## config.mk

```make
export PLATFORM = sky130hd
export DESIGN_NAME = prog_counter
export DESIGN_NICKNAME = d
export VERILOG_FILES = /design/src/rtl/cpu_pkg.sv /design/src/rtl/jump_target.sv /design/src/rtl/prog_counter.sv
export SDC_FILE = /design/constraint.sdc
export NUM_CORES = 1
export LEC_CHECK = 0
export ABC_AREA = 1
export BUFFER_PORTS_ARGS = -buffer_cell sky130_fd_sc_hd__buf_2
export CAP_MARGIN = 20
export CORE_ASPECT_RATIO = 1.1
export CORE_UTILIZATION = 45
export CTS_BUF_LIST = sky130_fd_sc_hd__clkbuf_16
export CTS_CLUSTER_SIZE = 8
export DETAILED_ROUTE_END_ITERATION = 16
export PLACE_DENSITY_LB_ADDON = 0.12
export SKIP_CTS_REPAIR_TIMING = 1
export SLEW_MARGIN = 20
export SYNTH_ARGS = -nofsm -noshare
export SYNTH_HDL_FRONTEND = slang
export SYNTH_SLANG_ARGS = --single-unit
```

## constraint.sdc

```tcl
create_clock -name Clk -period 2.1 [get_ports Clk]
set_input_delay 0.42 -clock Clk [delete_from_list [all_inputs] [get_ports Clk]]
set_output_delay 0.42 -clock Clk [all_outputs]
set_load 0.02 [all_outputs]
```

## src/rtl/cpu_pkg.sv

```systemverilog
// Shared types and constants for the fetch-stage program counter.
// JUMP_LUT is only consulted when PC_JUMP_LUT_EN is defined.
package cpu_pkg;

    localparam int ADDR_W = 10;

    typedef logic [ADDR_W-1:0] inst_addr_t;

    typedef enum logic [1:0] {
        IDLE,
        ARMED,
        RUN,
        HALT
    } pc_state_t;

    // Absolute je/jne destinations, indexed by the decoder's choice field.
    localparam logic [9:0] JUMP_LUT [8] = '{
        10'd0, 10'd16, 10'd64, 10'd128, 10'd256, 10'd300, 10'd512, 10'd1000
    };

endpackage

```

## src/rtl/jump_target.sv

```systemverilog
// Branch target for je/jne. With PC_JUMP_LUT_EN defined the target is an absolute
// table entry; otherwise it is PC plus the sign-extended choice field, modulo 2**A.
module jump_target
    import cpu_pkg::*;
#(
    parameter int A     = 10,
    parameter int OFF_W = 3
) (
    input  logic [A-1:0]     pc,
    input  logic [OFF_W-1:0] sel,
    output logic [A-1:0]     target
);

`ifdef PC_JUMP_LUT_EN
    logic unused_pc;

    assign unused_pc = ^pc;
    assign target    = A'(JUMP_LUT[sel]);
`else
    assign target = pc + {{(A-OFF_W){sel[OFF_W-1]}}, sel};
`endif

endmodule

```

## src/rtl/prog_counter.sv

```systemverilog
// Fetch-stage program counter: IDLE/ARMED/RUN/HALT sequencing, next-PC selection and
// a saturating RUN cycle counter. Branch target mode is selected by PC_JUMP_LUT_EN.
module prog_counter
    import cpu_pkg::*;
#(
    parameter int A     = 10,
    parameter int OFF_W = 3,
    parameter int CNT_W = 16
) (
    input  logic             Clk,
    input  logic             Reset,
    input  logic             Start,
    input  logic             Stall,
    input  logic             BranchEn,
    input  logic             BranchTaken,
    input  logic [OFF_W-1:0] BranchSel,
    input  logic             Halt,
    output logic [A-1:0]     InstAddress,
    output logic             Running,
    output logic             Done,
    output logic [CNT_W-1:0] CycleCount
);

    localparam logic [CNT_W-1:0] CNT_MAX = '1;

    pc_state_t        state_reg, state_next;
    logic [A-1:0]     pc_reg, pc_next;
    logic [A-1:0]     target;
    logic [CNT_W-1:0] cnt_reg, cnt_next;

    jump_target #(
        .A     (A),
        .OFF_W (OFF_W)
    ) u_jump_target (
        .pc     (pc_reg),
        .sel    (BranchSel),
        .target (target)
    );

    always_ff @(posedge Clk) begin
        if (Reset) begin
            state_reg <= IDLE;
            pc_reg    <= '0;
            cnt_reg   <= '0;
        end else begin
            state_reg <= state_next;
            pc_reg    <= pc_next;
            cnt_reg   <= cnt_next;
        end
    end

    always_comb begin
        state_next = state_reg;
        pc_next    = pc_reg;
        cnt_next   = cnt_reg;
        unique case (state_reg)
            IDLE: begin
                pc_next = '0;
                if (Start) state_next = ARMED;
            end
            ARMED: begin
                // PC stays 0 on the launch edge so the ROM sees address 0 in the first RUN cycle.
                pc_next  = '0;
                cnt_next = '0;
                if (!Start) state_next = RUN;
            end
            RUN: begin
                cnt_next = (cnt_reg == CNT_MAX) ? cnt_reg : cnt_reg + CNT_W'(1);
                if (Start) begin
                    state_next = ARMED;
                    pc_next    = '0;
                    cnt_next   = '0;
                end else if (Halt) begin
                    state_next = HALT;
                end else if (!Stall) begin
                    // A taken branch under stall is deliberately dropped; the decoder re-presents it.
                    if (BranchEn && BranchTaken) pc_next = target;
                    else                         pc_next = pc_reg + A'(1);
                end
            end
            HALT: begin
                if (Start) begin
                    state_next = ARMED;
                    pc_next    = '0;
                    cnt_next   = '0;
                end
            end
            default: state_next = IDLE;
        endcase
    end

    assign InstAddress = pc_reg;
    assign Running     = (state_reg == RUN);
    assign Done        = (state_reg == HALT);
    assign CycleCount  = cnt_reg;

endmodule
```

Yosys cells after proc, flatten, opt, wreduce, memory -nomap -nowiden
Cells that the tools add are included.
{"block": "word_totals", "ram_bits": 0, "mem_bits_ro": 0, "word_cells": 40, "inputBits": 10, "regBits": 28, "mem_count": 0, "latch_bits": 0}
{"block": "classes", "magnitude_cmp": 0, "n_shift": 0, "n_bitwise": 0, "n_addsub": 3, "eq_ne": 11, "n_mux": 15, "mul": 0, "n_div": 0, "reduce_logical": 8}
{"op": "10-bit 2-to-1 mux", "count": 5}
{"op": "16-bit 2-to-1 mux", "count": 3}
{"op": "16-bit case mux with 3 select lines", "count": 1}
{"op": "10-bit case mux with 3 select lines", "count": 1}
{"op": "16-bit by 1-bit adder with 16-bit output, second input constant", "count": 1}
{"op": "16-bit == test, second input constant", "count": 1}
{"op": "3-bit != test, second input constant", "count": 4}
{"op": "10-bit by 1-bit adder with 10-bit output, second input constant", "count": 1}
{"op": "10-bit adder", "count": 1}
{"op": "3-bit AND reduction", "count": 3}
{"op": "2-bit 2-to-1 mux", "count": 4}
{"op": "2-bit case mux with 3 select lines", "count": 1}
{"op": "2-bit == test, second input constant", "count": 2}
{"op": "2-bit != test, second input constant", "count": 2}
{"op": "2-bit OR reduction", "count": 2}
{"op": "3-bit nonzero test", "count": 1}
{"op": "2-bit by 1-bit == test with 1-bit output, second input constant", "count": 1}
{"op": "2-bit zero test", "count": 1}
{"op": "2-bit by 1-bit != test with 1-bit output, second input constant", "count": 1}
{"op": "1-bit logical AND", "count": 1}

Longest topological paths before layout
{"block": "depth", "word_depth": 6, "depth_mapped": 14, "mapped_depth_nobuf": 14}

Hierarchy
From an unflattened synthesis, not the netlist that was laid out.
{"block": "hier_totals", "hier_cells": 358, "hier_area_um2": 2238.4}
{"mod": "prog_counter", "area_each_um2": 1769.2, "instances": 1, "seq_area_each_um2": 560.5, "cells_each": 273}
{"mod": "jump_target", "area_each_um2": 469.2, "instances": 1, "seq_area_each_um2": 0.0, "cells_each": 85}

Least setup slack after synthesis
OpenSTA, ideal clock, no wires.
{"block": "synth_timing", "kind": "input to register", "from": "in BranchEn", "to": "reg pc_reg[8], in the netlist InstAddress[8]", "t_arrival_ns": 1.869, "required_ns": 1.968, "n_path_buf": 0, "path_slack_ns": 0.098, "path_stages": 13, "cell_sequence": "nand2_1 -> or2_2 -> ha_1 -> inv_1 -> fa_1 -> inv_1 -> nand3_1 -> o21ai_0 -> nand2_1 -> nand2_1 -> nand2_1 -> nand3_1 -> a21oi_1"}
{"block": "synth_via", "elab_chain_len": 6}
{"element": "start, declared", "line": "prog_counter.sv:14", "rtl": "input logic BranchEn,"}
{"element": "1-bit logical AND", "line": "prog_counter.sv:77", "rtl": "if (BranchEn && BranchTaken) pc_next = target;"}
{"element": "10-bit 2-to-1 mux", "line": "prog_counter.sv:77"}
{"element": "10-bit 2-to-1 mux", "line": "prog_counter.sv:75", "rtl": "end else if (!Stall) begin"}
{"element": "10-bit 2-to-1 mux", "line": "prog_counter.sv:73", "rtl": "end else if (Halt) begin"}
{"element": "10-bit 2-to-1 mux", "line": "prog_counter.sv:69", "rtl": "if (Start) begin"}
{"element": "10-bit case mux with 3 select lines", "line": "prog_counter.sv:56", "rtl": "unique case (state_reg)"}
{"element": "end signal, assigned", "line": "prog_counter.sv:47", "rtl": "pc_reg <= pc_next;"}
{"element": "end, declared", "line": "prog_counter.sv:27", "rtl": "logic [A-1:0] pc_reg, pc_next;"}
Every way passes these cells. The select of a mux whose other input is x is not followed.
A chain may end at the register's enable or synchronous reset.

Final worst setup path
Ends and elaborated chain as after synthesis.

==> metrics.txt <==
CTS root buf=clkbuf_16; relative slew slack=~78%; Fill cells=415; post-detail-place hpwl=approximately 3400 um; number of placement rows=24; post-synthesis cell type count=33; CP Class=in2reg; Hold Violations, Final=0; gp weighted congestion=0.833; antenna violations before repair=0; Worst setup EP type=flip-flop; Initial Utilization=between 40% and 50%; status=completed; die area=roughly 0.0044 sq mm; layout cell share with drive strength beyond 1=between 20% and 30%; Vias/cell=slightly below 5; Reg2Reg Launch Point=InstAddress[0]; Worst Clk Skew=~0.0026 ns; Nets=roughly 350; VDD IR-drop max=between 0.5 and 0.6 mV; WL final=~4300 um; Clock transition at path regs=~0.06 ns; global-route wire length before repair=about 7400 um; pin slew with the least headroom to its limit=0.329 ns; chip width=~63 um; Post-Synthesis Cell Area=between 0.0015 and 0.002 sq mm; sequential share of the synthesized area=between 30% and 40%; P&R area growth vs syn=21.7%; Post-Syn Instances=around 280; Setup violations, final=0; part of the cycle the worst path needs=87.6%; unrepaired setup endpoints after global routing=false; Setup WS post-layout=roughly 0.26 ns; complex-gate fraction of the synthesized area=~14%; core area=0.00396 sq mm; Synth Area in Simple Gates=between 30% and 40%; die height=69.4 um; drt initial violations=~140; Cells after DPL=~380; mux share of post-synthesis cell area=0%; H-tree levels=1; PortBufs=37; vias=1908; Worst Path Required=2.24 ns; Net Count, Synth=302; Fmax=between 0.5 and 0.6 GHz; TritonCTS clock tree=yes; slowest cell delay on critical path=between 0.3 and 0.4 ns; worst min-delay path class=reg2reg; #FFs+latches synth=28; largest family of logic cells by synthesized area=simple AND/OR/NAND/NOR gates; Setup WS pre-CTS=-0.103 ns; WP data arrival=around 2.0 ns; Sink Count=28; pwr dens=686 mW/mm^2; syn_area_per_cell=6.60 sq um; crit-path max FO=3; post-route ant nets=0; clock latency on the worst-skew pair=0.26 ns; Ports=38; largest net degree at the start of global routing=16; fin. max-slew vios=0; xor-xnor portion of the synthesized cell area=between 2 and 2.5%; Tot GR Track Use=~20%; hold_ws=slightly below 0.5 ns; DR WL/cell=11.0 um; CP cell instances=buf_2 > nand2_1 > or2_2 > ha_1 > inv_1 > fa_1 > inv_1 > nand3_1 > o21ai_1 > nand2_1 > nand2_1 > nand2_1 > nand3_1 > a21oi_1; CP max-delay cell=fa_1; Pleak=between 1 and 1.5 nW; Max-cap violations=0; hold_sp=CycleCount[8]; Post-Layout Cell Count=a little under 400; adder-cell share of the synthesized area=7.13%; Synth warnings=0; Critical Path Start=BranchEn; Tmin final=between 1.5 and 2 ns; crit-path most repeated cell=nand2_1; CP startpoint kind=input pin; number of CTS-inserted buffers=3; antenna cells=0; GRT overflow=0; vias in the first global route=between 1500 and 2000; total power=around 0.0016 W; Residual DRC=0; Largest register FFs=16; CTS Buffer Depth=2; DR pass1 iterations=5
## synthesized netlist by cell type (all sizes together)
| master | instances | share of area (%) |
|---|---|---|
| and3 | 1 | 0.34 |
| o21a | 3 | 1.2 |
| a21oi | 26 | 7.0 |
| a31oi | 3 | 1.0 |
| o21ai | 15 | 4.0 |
| ha | 9 | 6.1 |
| buf | 1 | 0.61 |
| inv | 36 | 7.4 |
| xor2 | 3 | 1.4 |
| nor3 | 8 | 3.3 |
| dfxtp | 28 | 30 |
| xnor2 | 2 | 0.94 |
| or2 | 3 | 1.0 |
| a41o | 1 | 0.54 |
| nand3 | 26 | 7.8 |
| nand2 | 80 | 17 |
| nor2b | 1 | 0.34 |
| nor3b | 1 | 0.40 |
| clkbuf | 1 | 0.20 |
| fa | 1 | 1.1 |
| nor2 | 28 | 6.2 |
| nand4 | 4 | 1.3 |
| o221ai | 1 | 0.47 |
## cells by family (layout without fill, tap and decap cells)
| kind of cell | Yosys count | count (layout) |
|---|---|---|
| AND/OR/NAND/NOR | 152 | 152 |
| XOR/XNOR | 5 | 5 |
| flip-flops | 28 | 28 |
| buffers and inverters | 38 | 89 |
| adder cells (fa/ha/maj) | 10 | 10 |
| AO/OA/AOI/OAI | 49 | 49 |
## metal layers
layer	GRT usage, %	vias to the layer above	share of wire, %
li1	-	1025	-
met1	24.0	840	45
met2	38.0	39	51
met3	2.14	4	3.6
met4	6.57	0	0.54
met5	0	-	0
## worst max-delay path: cells and delay by family
family                     cells  cell delay (ns)
buffers and inverters          3             0.24
AOI/OAI and AO/OA              2             0.26
and+or+nand+nor                7             0.53
adders and majority gates      2             0.52
## power by group
group | total (W) | switching [W] | internal (W)
Combinational | 0.000524 | 0.000337 | 0.000187
Sequential | 0.000601 | 0.0000351 | 0.000566
Clock | 0.000429 | 0.000174 | 0.000255
## cell type report
class / count / area [sq um] / share of cell area (%)
Clock buffer: 3 / 75.1 / 3.31
Tap cell: 52 / 65.1 / 2.87
Multi-Input combinational cell: 216 / 1150 / 50.7
Inverter: 36 / 138 / 6.08
Clock inverter: 1 / 3.75 / 0.166
Sequential cell: 28 / 561 / 24.8
Timing Repair Buffer: 49 / 275 / 12.2
## layout by cell type (no fill, tap or decap), types with 2 or more instances in the layout
master and count:
nand3_2 3, o21a_1 3, nand4_1 4, o21ai_0 11
xnor2_1 2, nor3_1 5, inv_1 32, or2_2 3
ha_1 9, buf_2 37, nand2_2 5, inv_2 3
clkbuf_16 3, dfxtp_1 28, nor3_2 2, a31oi_1 3
nand3_1 23, buf_4 12, nand2_1 74, nor2_1 26
o21ai_1 4, xor2_1 3, a21oi_1 26
## path summary, 6_finish.rpt
kind,end,slack (ns),cells past startpoint
worst min-delay path,CycleCount[8],0.49,2
worst max-delay path,InstAddress[8],0.26,14
worst max register to register,InstAddress[8],0.31,11
worst min register to register,CycleCount[8],0.49,2
## stage by stage
stage,util (%),cell area [sq um],TNS [ns]
5_1_grt,57.1,2260,0
2_1_floorplan,-,1860,0
6_report,57.1,2260,0
3_3_place_gp,55.1,2190,-0.0632
4_1_cts,57.1,2260,0
3_5_place_dp,55.1,2190,-0.110
Power figures use the tool's default switching activity.
